--- src/rtl/seg7_pkg.sv ---
// Shared types and the hex-to-segment table for the 7-segment scan driver.
// Segment vectors are active low, bit 6 = g down to bit 0 = a.
package seg7_pkg;

  typedef logic [6:0] seg_t;

  localparam seg_t SEG_BLANK = 7'h7F;

  function automatic seg_t hex2seg(input logic [3:0] h);
    seg_t s;
    case (h)
      4'h0:    s = 7'b1000000;
      4'h1:    s = 7'b1111001;
      4'h2:    s = 7'b0100100;
      4'h3:    s = 7'b0110000;
      4'h4:    s = 7'b0011001;
      4'h5:    s = 7'b0010010;
      4'h6:    s = 7'b0000010;
      4'h7:    s = 7'b1111000;
      4'h8:    s = 7'b0000000;
      4'h9:    s = 7'b0010000;
      4'hA:    s = 7'b0001000;
      4'hB:    s = 7'b0000011;
      4'hC:    s = 7'b0100111;
      4'hD:    s = 7'b0100001;
      4'hE:    s = 7'b0000110;
      default: s = 7'b0001110;
    endcase
    return s;
  endfunction

endpackage

--- src/rtl/seg7_prescaler.sv ---
// Refresh prescaler: mod-DIV counter, tick is high during the last count.
module seg7_prescaler #(
  parameter int DIV = 50000
) (
  input  logic clk,
  input  logic reset,
  output logic tick
);

  localparam int W = (DIV > 1) ? $clog2(DIV) : 1;
  localparam logic [W-1:0] LAST = W'(DIV - 1);

  logic [W-1:0] cnt_reg;
  logic [W-1:0] cnt_next;

  always_comb begin
    cnt_next = (cnt_reg == LAST) ? '0 : cnt_reg + 1'b1;
  end

  always_ff @(posedge clk) begin
    if (reset) begin
      cnt_reg <= '0;
    end else begin
      cnt_reg <= cnt_next;
    end
  end

  assign tick = (cnt_reg == LAST);

endmodule

--- src/rtl/seg7_scan_driver.sv ---
// Multiplexed common-anode 7-segment driver; new values are latched only at
// frame boundaries so a frame always shows one coherent value.
module seg7_scan_driver
  import seg7_pkg::*;
#(
  parameter int NDIGITS = 4,
  parameter int CLK_DIV = 50000
) (
  input  logic                   clk,
  input  logic                   reset,
  input  logic [4*NDIGITS-1:0]   in_data,
  input  logic                   in_valid,
  output logic                   in_ready,
  input  logic                   lzs,
  input  logic                   blank,
  output logic [6:0]             seg_n,
  output logic [NDIGITS-1:0]     an_n,
  output logic                   frame_done
);

  localparam int IW = (NDIGITS > 1) ? $clog2(NDIGITS) : 1;
  localparam logic [IW-1:0] LAST_IDX = IW'(NDIGITS - 1);
  localparam logic [NDIGITS-1:0] ONE_HOT0 = NDIGITS'(1);

  logic                 tick;
  logic                 boundary;
  logic                 suppress;
  logic [IW-1:0]        idx_reg;
  logic [IW-1:0]        idx_next;
  logic [4*NDIGITS-1:0] display_reg;
  logic [4*NDIGITS-1:0] pend_val_reg;
  logic                 pending_reg;
  logic                 frame_done_reg;
  seg_t                 seg_n_reg;
  logic [NDIGITS-1:0]   an_n_reg;
  logic [3:0]           digit [NDIGITS];
  logic [NDIGITS-1:0]   upper_zero;

  seg7_prescaler #(
    .DIV (CLK_DIV)
  ) u_prescaler (
    .clk   (clk),
    .reset (reset),
    .tick  (tick)
  );

  // upper_zero[k]: digits NDIGITS-1 down to k of the shown value are all zero.
  generate
    for (genvar gi = 0; gi < NDIGITS; gi++) begin : g_digit
      assign digit[gi]      = display_reg[4*gi +: 4];
      assign upper_zero[gi] = ~|display_reg[4*NDIGITS-1 : 4*gi];
    end
  endgenerate

  always_comb begin
    idx_next = idx_reg;
    if (tick) begin
      idx_next = (idx_reg == LAST_IDX) ? '0 : idx_reg + 1'b1;
    end
  end

  assign boundary = tick && (idx_reg == LAST_IDX);
  assign suppress = lzs && (idx_reg != '0) && upper_zero[idx_reg];

  always_ff @(posedge clk) begin
    if (reset) begin
      idx_reg        <= '0;
      display_reg    <= '0;
      pend_val_reg   <= '0;
      pending_reg    <= 1'b0;
      frame_done_reg <= 1'b0;
      seg_n_reg      <= SEG_BLANK;
      an_n_reg       <= '1;
    end else begin
      idx_reg        <= idx_next;
      frame_done_reg <= boundary;
      // Swap and accept are exclusive: a swap needs pending, an accept needs !pending.
      if (boundary && pending_reg) begin
        display_reg <= pend_val_reg;
        pending_reg <= 1'b0;
      end else if (in_valid && !pending_reg) begin
        pend_val_reg <= in_data;
        pending_reg  <= 1'b1;
      end
      if (blank || suppress) begin
        seg_n_reg <= SEG_BLANK;
        an_n_reg  <= '1;
      end else begin
        seg_n_reg <= hex2seg(digit[idx_reg]);
        an_n_reg  <= ~(ONE_HOT0 << idx_reg);
      end
    end
  end

  assign in_ready   = !pending_reg;
  assign seg_n      = seg_n_reg;
  assign an_n       = an_n_reg;
  assign frame_done = frame_done_reg;

endmodule
--- config.mk ---
export PLATFORM = sky130hd
export DESIGN_NAME = seg7_scan_driver
export DESIGN_NICKNAME = d
export VERILOG_FILES = /design/src/rtl/seg7_pkg.sv /design/src/rtl/seg7_prescaler.sv /design/src/rtl/seg7_scan_driver.sv
export SDC_FILE = /design/constraint.sdc
export NUM_CORES = 1
export LEC_CHECK = 0
export CORE_MARGIN = 1
export CORE_UTILIZATION = 59
export DETAILED_ROUTE_END_ITERATION = 6
export GPL_TIMING_DRIVEN = 1
export PLACE_DENSITY_LB_ADDON = 0.15
export SYNTH_ARGS = -nofsm -noshare
export SYNTH_HDL_FRONTEND = slang
export SYNTH_HIERARCHICAL = 1
export SYNTH_SLANG_ARGS = --single-unit
--- constraint.sdc ---
create_clock -name clk -period 5.9 [get_ports clk]
set_input_delay 1.18 -clock clk [delete_from_list [all_inputs] [get_ports clk]]
set_output_delay 1.18 -clock clk [all_outputs]
set_load 0.05 [all_outputs]
==> run_results.csv, run 1 <==
group,metric,value,unit
die,initial_core_util,0.616,
detailed_routing,wirelength,5120,um
die,fp-row-count,24,
synth,netlist_area,2700,um2
placement,portBuffers,33,
worst_hold_path,hold_class,"flop to flop",
die,die_y,69.6,um
clocking,clock_sinks,63,
global_routing,antenna_found_initial,0,
cells_and_area,fill_cells,343,
pwr,vdd_drop_max,0.183,mV
worst_setup_path,path_max_fanout,4,
timing,worstMarginPinSlew,1.01,ns
synth,synth_edf_count,0,
pwr,totalPowerFinal,0.945,mW
cells_and_area,syn_to_final_growth,20.4,%
worst_setup_path,crit_family,"buffers and inverters",
synth,synth_flop_cell,"dfxtp_1",
synth,ys.warnings.count,6,
die,dieArea,4850,um2
worst_setup_path,crit_path_end_kind,"output port",
run_status,status,"finished, final reports clean",
worst_setup_path,arrival,1.58,ns
cells_and_area,drive_above_1_share,0.0698,
global_routing,grt-ovfl-total,0,
pwr,p_per_area,291,nW/um2
detailed_routing,ant_nets,0,
timing,fin_tns_setup,0,ns
synth,yosysMostFrequentCell,"nand2_1",
clocking,root_buffer,"clkbuf_8",
die,core,4380,um2
clocking,clkLatencyLatePin,0.34,ns
global_routing,grt_start_max_net_pins,40,
timing,final.period_utilization,0.468,
cells_and_area,regArea,1260,um2
detailed_routing,drcViolationCount,0,
detailed_routing,firstDrtPassIters,4,
synth,synth_common_cells,"80 x nand2_1, 63 x dfxtp_1, 35 x a21oi_1, 28 x nor2_1, 13 x xnor2_1",
timing,hold_violations,0,
worst_setup_path,critical-path-max-stage-delay,0.80,ns
detailed_routing,vias_per_cell,5.36,
worst_setup_path,critPathBufInv,2,
clocking,cts_buffers,9,
timing,setup_viol,0,
die,die_x,69.6,um
run,maxCapViolCount,0,
clocking,clk_pin_slew,0.07,ns
worst_setup_path,crit_slowest_cell,"clkdlybuf4s50_1",
global_routing,grt_pass1_vias,1912,
synth,ys_seq_area_frac,0.467,
worst_setup_path,worstPathRequired,4.72,ns
clocking,cts_tree,"built",
timing,clock.fmax,362,MHz
clocking,cts_setup_buffers,0,
synth,synth_cell_types,36,
worst_setup_path,cp-start-kind,"flop",
synth,yosysTopAreaCell,"dfxtp_1",
cells_and_area,diodes,0,
synth,avgSynthCellArea,8.71,um2
clocking,cts.repair.resized,0,
worst_setup_path,cp_cell_sequence,"inv_1, clkdlybuf4s50_1",
synth,ys_ff_latch,63,
timing,relSlewSlack,0.326,
timing,maxSlewViolCount,0,
worst_setup_path,crit_type,"flop to output port",
clocking,max-clock-path-buffers,2,
placement,dpl.hpwl,3300,um
placement,gp_congestion,0.771,
synth,synth_top_area_frac,0.467,
clocking,htree_levels,3,
timing,rsz0062_at_grt,"false",
global_routing,grt_pass1_wl,8740,um
synth,ys_top_cells_by_area,"dfxtp_1 47%, nand2_1 11%, a21oi_1 6.5%",
detailed_routing,num_vias,2121,
synth,postSynthCellCount,310,
global_routing,track_usage,0.231,
synth,async_flop_share,0,
pwr,p_leak,1.15,nW
timing,finClkSkew,0.0118,ns
clocking,ctsHoldBuffers,0,
synth,synth_nets,342,
die,io_pins,34,
detailed_routing,drt_iter0_drc,94,
cells_and_area,final_core_util,0.741,
detailed_routing,wl_per_cell,12.9,um
timing,final.min_clock_period,2.76,ns
cells_and_area,multiInputGateArea,1310,um2
cells_and_area,nNetsFinal,371,
[worst min-delay path, stage by stage, from the launching register on]
cell,delay [ns]
dfxtp_1,0.31
nand2_1,0.05
a21oi_1,0.05
[final timing paths]
check | startpoint | end | slack, ns | depth (start not counted)
max reg2reg | u_prescaler/cnt_reg[0] | display_reg[2] | 3.38 | 7
min reg2reg | pend_val_reg[11] | display_reg[11] | 0.45 | 2
max | pending_reg | in_ready | 3.14 | 2
min | pend_val_reg[11] | display_reg[11] | 0.45 | 2
[logic make-up after synthesis]
| group | synth area share |
|---|---|
| DFF | 0.467 |
| and+or+nand+nor | 0.226 |
| AOI/OAI and AO/OA | 0.103 |
| buffers and inverters | 0.0487 |
| xor gates and xnor gates | 0.0454 |
| muxes | 0.0589 |
| adders and majority gates | 0.0510 |
[routing by layer]
layer  share of wire  up-vias  global-route usage  wire length [um]
met3           0.044        7              0.0610               226
met5               0        -                   0                 0
li1                -     1098                   -                 -
met4           0.013        0               0.136                68
met2            0.45       42               0.338              2290
met1            0.50      974               0.309              2540
[stage by stage]
step	hold slack, ns	setup WS (ns)	cell area (um2)	cells
finish	0.454	3.14	3250	396
global route	0.475	3.11	3250	396
CTS	0.455	3.14	3250	396
detailed placement	0.444	3.04	3010	380
global placement	0.441	3.09	3010	380
floorplan	0.430	3.86	2700	310
[power by group]
part | switching, mW | internal (mW) | leakage, nW | total, mW
logic | 0.0312 | 0.0245 | 0.518 | 0.0557
registers | 0.00613 | 0.436 | 0.513 | 0.442
clock network | 0.162 | 0.284 | 0.123 | 0.447
total | 0.200 | 0.745 | 1.15 | 0.945
[area by class of cell]
type                            count  area share
Sequential cell                    63       0.388
Multi-Input combinational cell    221       0.402
Timing Repair Buffer               34       0.104
Tap cell                           52      0.0200
Inverter                           10      0.0115
Clock inverter                      2      0.0185
Clock buffer                       14      0.0562
[cells in the final DEF, fill, tap and decap left out]
master	instances
o221ai_1	1
nor4bb_1	2
and4b_1	1
a21o_1	1
mux2i_1	5
o221ai_2	1
nor2b_1	1
ha_1	11
mux2_4	1
nor4_1	8
nand3b_1	1
inv_1	10
o211a_1	1
xor2_1	1
nand4_2	1
o41a_1	1
o211ai_1	2
nor3_1	7
mux4_1	1
mux4_2	3
a21oi_1	35
o211ai_2	1
xnor2_1	13
clkbuf_8	13
buf_4	1
o21ai_1	1
and2b_1	1
a211oi_2	1
dfxtp_1	63
clkdlybuf4s50_1	33
nand3_1	6
clkbuf_1	1
o21ai_0	1
bufinv_16	2
nor2_1	28
or2_1	1
nand2_1	80
nand4_1	3
(Power assumes the default switching activity.)
==> run 2, diff against run 1 <==
Settings changed: CORE_UTILIZATION 59 to 54.
Clock period 5.9 ns to 2.8 ns, I/O delays scaled along.
==> run 2 against run 1 <==
  * Non-clock buffer count rose by 2
  * Die area grew 9.0%
  * Clock skew decreased by 0.0057 ns
  * Sequential share of layout area up 0.13 points
  * Flip-flop and latch count unchanged
  * Register-to-register slack worse by 2.8 ns
  * Total power rose by 93%
  * First-iteration DRC count increased by 45%
  * Worst setup slack got worse by 2.5 ns
  * Hold slack got worse by 0.00074 ns
==> run_results.csv, run 2 (synthesized netlist as in run 1, its figures left out) <==
group,metric,value,unit
clocking,clkLatencyLatePin,0.33,ns
die,dieArea,5280,um2
timing,setup_ws,0.622,ns
timing,worstMarginPinSlew,0.560,ns
global_routing,grt-ovfl-total,0,
placement,dpl_cell_area,3040,um2
run_status,status,"finished, final reports clean",
detailed_routing,drcViolationCount,0,
pwr,combPwrFrac,0.064,
cells_and_area,final_core_util,0.681,
detailed_routing,vias_per_cell,5.06,
detailed_routing,firstDrtPassIters,4,
placement,pre_cts_ws,0.600,ns
die,die_y,72.7,um
clocking,root_buffer,"clkbuf_8",
pwr,vdd_drop_max,0.345,mV
worst_setup_path,cp-start-kind,"flop",
die,fp-row-count,25,
global_routing,grt_pass1_wl,8070,um
clocking,cts_tree,"built",
global_routing,busiest_layer,"met2",
cells_and_area,fill_cells,412,
pwr,seqPwrFrac,0.512,
cells_and_area,drive_above_1_share,0.0725,
detailed_routing,ant_nets,0,
worst_setup_path,worstPathRequired,3.06,ns
global_routing,grt_start_max_net_pins,28,
clocking,cts_setup_buffers,0,
clocking,cts.repair.resized,0,
die,core,4750,um2
global_routing,use_met2,0.299,
clocking,max-clock-path-buffers,2,
placement,gp_congestion,0.889,
cells_and_area,syn_to_final_growth,20.0,%
cells_and_area,nNetsFinal,373,
placement,portBuffers,33,
worst_setup_path,crit_type,"flop to flop",
global_routing,globalRouteMet3Util,0.0539,
timing,holdWs,0.453,ns
timing,rsz0062_at_grt,"false",
pwr,clockPowerShare,0.424,
worst_setup_path,arrival,2.43,ns
timing,maxSlewViolCount,0,
detailed_routing,drt_iter0_drc,136,
timing,relSlewSlack,0.626,
global_routing,track_usage,0.201,
clocking,clk_pin_slew,0.06,ns
pwr,internal_power,1.43,mW
detailed_routing,num_vias,2085,
global_routing,antenna_found_initial,0,
pwr,p_leak,1.14,nW
clocking,clock_sinks,63,
placement,dpl.hpwl,3360,um
timing,final.period_utilization,0.778,
worst_hold_path,hold_class,"flop to flop",
clocking,cts_buffers,9,
timing,finClkSkew,0.00608,ns
cells_and_area,final_cell_mix,"80 x nand2_1, 63 x dfxtp_1, 35 x a21oi_1",
worst_setup_path,crit_path_end_kind,"flop",
cells_and_area,final_common_cell,"nand2_1",
clocking,ctsHoldBuffers,0,
cells_and_area,final_area,3240,um2
worst_setup_path,path_max_fanout,11,
timing,fin_tns_setup,0,ns
global_routing,grt_pass1_vias,1775,
clocking,htree_levels,3,
timing,hold_violations,0,
die,initial_core_util,0.568,
global_routing,met1_usage,0.269,
pwr,swShare,0.217,
timing,clock.fmax,459,MHz
pwr,p_per_area,562,nW/um2
timing,final.min_clock_period,2.18,ns
die,die_x,72.7,um
die,io_pins,34,
detailed_routing,wl_per_cell,11.6,um
timing,setup_viol,0,
cells_and_area,diodes,0,
detailed_routing,wirelength,4800,um
run,maxCapViolCount,0,
pwr,p_switching,0.395,mW
## run 2: final timing paths
path / startpoint / endpoint / slack, ns / cells after the start
worst max register to register: idx_reg[0] / seg_n[3] / 0.62 / 5
worst min register to register: pend_val_reg[13] / display_reg[13] / 0.45 / 2
worst max-delay path: idx_reg[0] / seg_n[3] / 0.62 / 5
worst min-delay path: pend_val_reg[13] / display_reg[13] / 0.45 / 2
## run 2: final cells by class
| type | instances | area, um2 | share of cell area |
|---|---|---|---|
| Clock inverter | 3 | 42.5 | 0.0131 |
| Multi-Input combinational cell | 221 | 1310 | 0.403 |
| Tap cell | 67 | 83.8 | 0.0259 |
| Timing Repair Buffer | 36 | 353 | 0.109 |
| Inverter | 10 | 37.5 | 0.0116 |
| Sequential cell | 63 | 1260 | 0.389 |
| Clock buffer | 12 | 155 | 0.0479 |
## run 2: critical path, cell delays in order, from the launching register on
cell     delay, ns
dfxtp_1       0.59
mux4_1        0.71
inv_1         0.19
ha_1          0.27
o211a_1       0.23
o21ai_1       0.12
## run 2: metal layers
| metal | routed length [um] | part of all wire |
|---|---|---|
| met1 | 2390 | 0.50 |
| met2 | 2180 | 0.45 |
| met3 | 179 | 0.037 |
| met4 | 48 | 0.010 |
| met5 | 0 | 0 |
## run 2: power groups by stage
stage               registers, mW  clock network, mW  logic (mW)
global route                0.934              0.829       0.129
finish                      0.932              0.771       0.117
global placement            0.951                  0       0.117
CTS                         0.932              0.788       0.118
detailed placement          0.952                  0       0.118
floorplan                   0.969                  0      0.0507
## run 2: per-stage QoR
step | power [mW] | cells
2_1_floorplan | 1.02 | 310
5_1_grt | 1.89 | 412
4_1_cts | 1.84 | 412
3_5_place_dp | 1.07 | 397
3_3_place_gp | 1.07 | 397
6_report | 1.82 | 412
==> run 3, diff against run 2 <==
Settings changed: CORE_UTILIZATION 54 to 49.
Clock period 2.8 ns to 1.8 ns, I/O delays scaled along.
==> run 3 against run 2 <==
  * Die area up 9.9%
  * Combinational power up 61%
  * Utilization down 1.5 points
  * Hold slack worse by 0.0027 ns
  * Via count up 5.1%
  * Flip-flop and latch count unchanged
  * Largest power group unchanged
  * Highest routed layer unchanged
==> run_results.csv, run 3 (synthesized netlist as in run 1, its figures left out) <==
group,metric,value,unit
clocking,htree_levels,3,
timing,clock.fmax,563,MHz
cells_and_area,nNetsFinal,395,
worst_setup_path,critPathBufInv,1,
clocking,root_buffer,"clkbuf_8",
worst_setup_path,crit_path_end_kind,"output port",
worst_setup_path,critical-path-max-stage-delay,0.79,ns
placement,portBuffers,33,
global_routing,grt_pass1_wl,9230,um
die,io_pins,34,
placement,dp.cells,417,
detailed_routing,vias_per_cell,5.01,
timing,setup_viol,0,
cells_and_area,diodes,0,
worst_setup_path,cp-start-kind,"flop",
worst_setup_path,crit_slowest_cell,"clkdlybuf4s50_1",
cells_and_area,drive_above_1_share,0.196,
detailed_routing,ant_nets,0,
pwr,totalPowerFinal,2.93,mW
clocking,clk_pin_slew,0.06,ns
clocking,cts_buffers,9,
timing,relSlewSlack,0.661,
clocking,max-clock-path-buffers,2,
timing,maxSlewViolCount,0,
global_routing,track_usage,0.200,
die,die_y,76.2,um
cells_and_area,final_common_cell,"nand2_1",
timing,finClkSkew,0.00728,ns
detailed_routing,wirelength,5380,um
pwr,vdd_drop_max,0.649,mV
detailed_routing,num_vias,2191,
cells_and_area,final_cells,437,
clocking,clock_sinks,63,
timing,worstMarginPinSlew,0.508,ns
detailed_routing,wl_per_cell,12.3,um
pwr,p_leak,1.27,nW
worst_hold_path,hold_class,"flop to flop",
worst_setup_path,arrival,1.42,ns
cells_and_area,final_cell_mix,"79 x nand2_1, 61 x dfxtp_1, 34 x a21oi_1, 34 x buf_4, 27 x nor2_1",
run_status,status,"finished, final reports clean",
global_routing,grt_pass1_vias,1992,
die,fp-row-count,26,
global_routing,grt-ovfl-total,0,
timing,final.period_utilization,0.987,
die,dieArea,5810,um2
detailed_routing,firstDrtPassIters,4,
cells_and_area,multiInputGateArea,1360,um2
clocking,clkLatencyLatePin,0.33,ns
worst_setup_path,crit_family,"buffers and inverters",
cells_and_area,fill_cells,473,
die,initial_core_util,0.519,
pwr,p_per_area,844,nW/um2
worst_setup_path,worstPathRequired,1.44,ns
cells_and_area,syn_to_final_growth,28.6,%
global_routing,grt_start_max_net_pins,38,
placement,gp_congestion,0.835,
placement,dpl.hpwl,3680,um
die,die_x,76.2,um
timing,holdWs,0.450,ns
detailed_routing,drcViolationCount,0,
worst_setup_path,cp_cell_sequence,"clkdlybuf4s50_1",
die,core,5200,um2
global_routing,antenna_found_initial,0,
timing,final.min_clock_period,1.78,ns
worst_setup_path,path_max_fanout,1,
worst_setup_path,crit_type,"flop to output port",
clocking,cts_tree,"built",
detailed_routing,drt_iter0_drc,92,
cells_and_area,regArea,1270,um2
run,maxCapViolCount,0,
timing,hold_violations,0,
## run 3: final timing paths
| check | depth (start not counted) | startpoint | endpoint | slack (ns) |
|---|---|---|---|---|
| max reg2reg | 5 | idx_reg[0] | seg_n[5] | 0.08 |
| max | 1 | an_n[2] | an_n[2] | 0.02 |
| min reg2reg | 2 | pend_val_reg[9] | display_reg[9] | 0.45 |
| min | 2 | pend_val_reg[9] | display_reg[9] | 0.45 |
## run 3: layer usage
layer	routed length (um)	part of all wire	global-route usage	vias to the layer above
li1	-	-	-	1142
met1	2510	0.47	0.254	995
met2	2560	0.48	0.322	45
met3	215	0.040	0.0383	9
met4	91	0.017	0.110	0
met5	0	0	0	-
## run 3: final cells by class
cell class / instances / share of cell area
multi-input cells: 221 / 0.391
flip-flops and latches: 63 / 0.365
repair buffers: 58 / 0.146
clock buffers: 13 / 0.0516
well taps: 70 / 0.0252
clock inverters: 2 / 0.0108
inverters: 10 / 0.0108
## run 3: stage by stage
stage	TNS, ns	setup slack (ns)	instance area (um2)	utilization
after floorplan	0	0.0132	2700	-
after global placement	0	0.00351	3160	0.607
after detailed placement	-0.101	-0.0456	3160	0.607
after CTS	0	0.0110	3380	0.649
after global routing	-0.0276	-0.0103	3470	0.667
final	0	0.0226	3470	0.667
## run 3: power breakdown
part | switching, mW | internal, mW | leakage, nW
clock network | 0.510 | 0.783 | 0.108
logic | 0.105 | 0.0832 | 0.644
registers | 0.0185 | 1.43 | 0.514
## run 3: what timing repair did
item	CTS	global route
pin swaps	1	0
hold buffers	0	0
cloned	0	0
buffers inserted	0	5
endpoints found under the setup margin	8	15
resized for setup	2	11
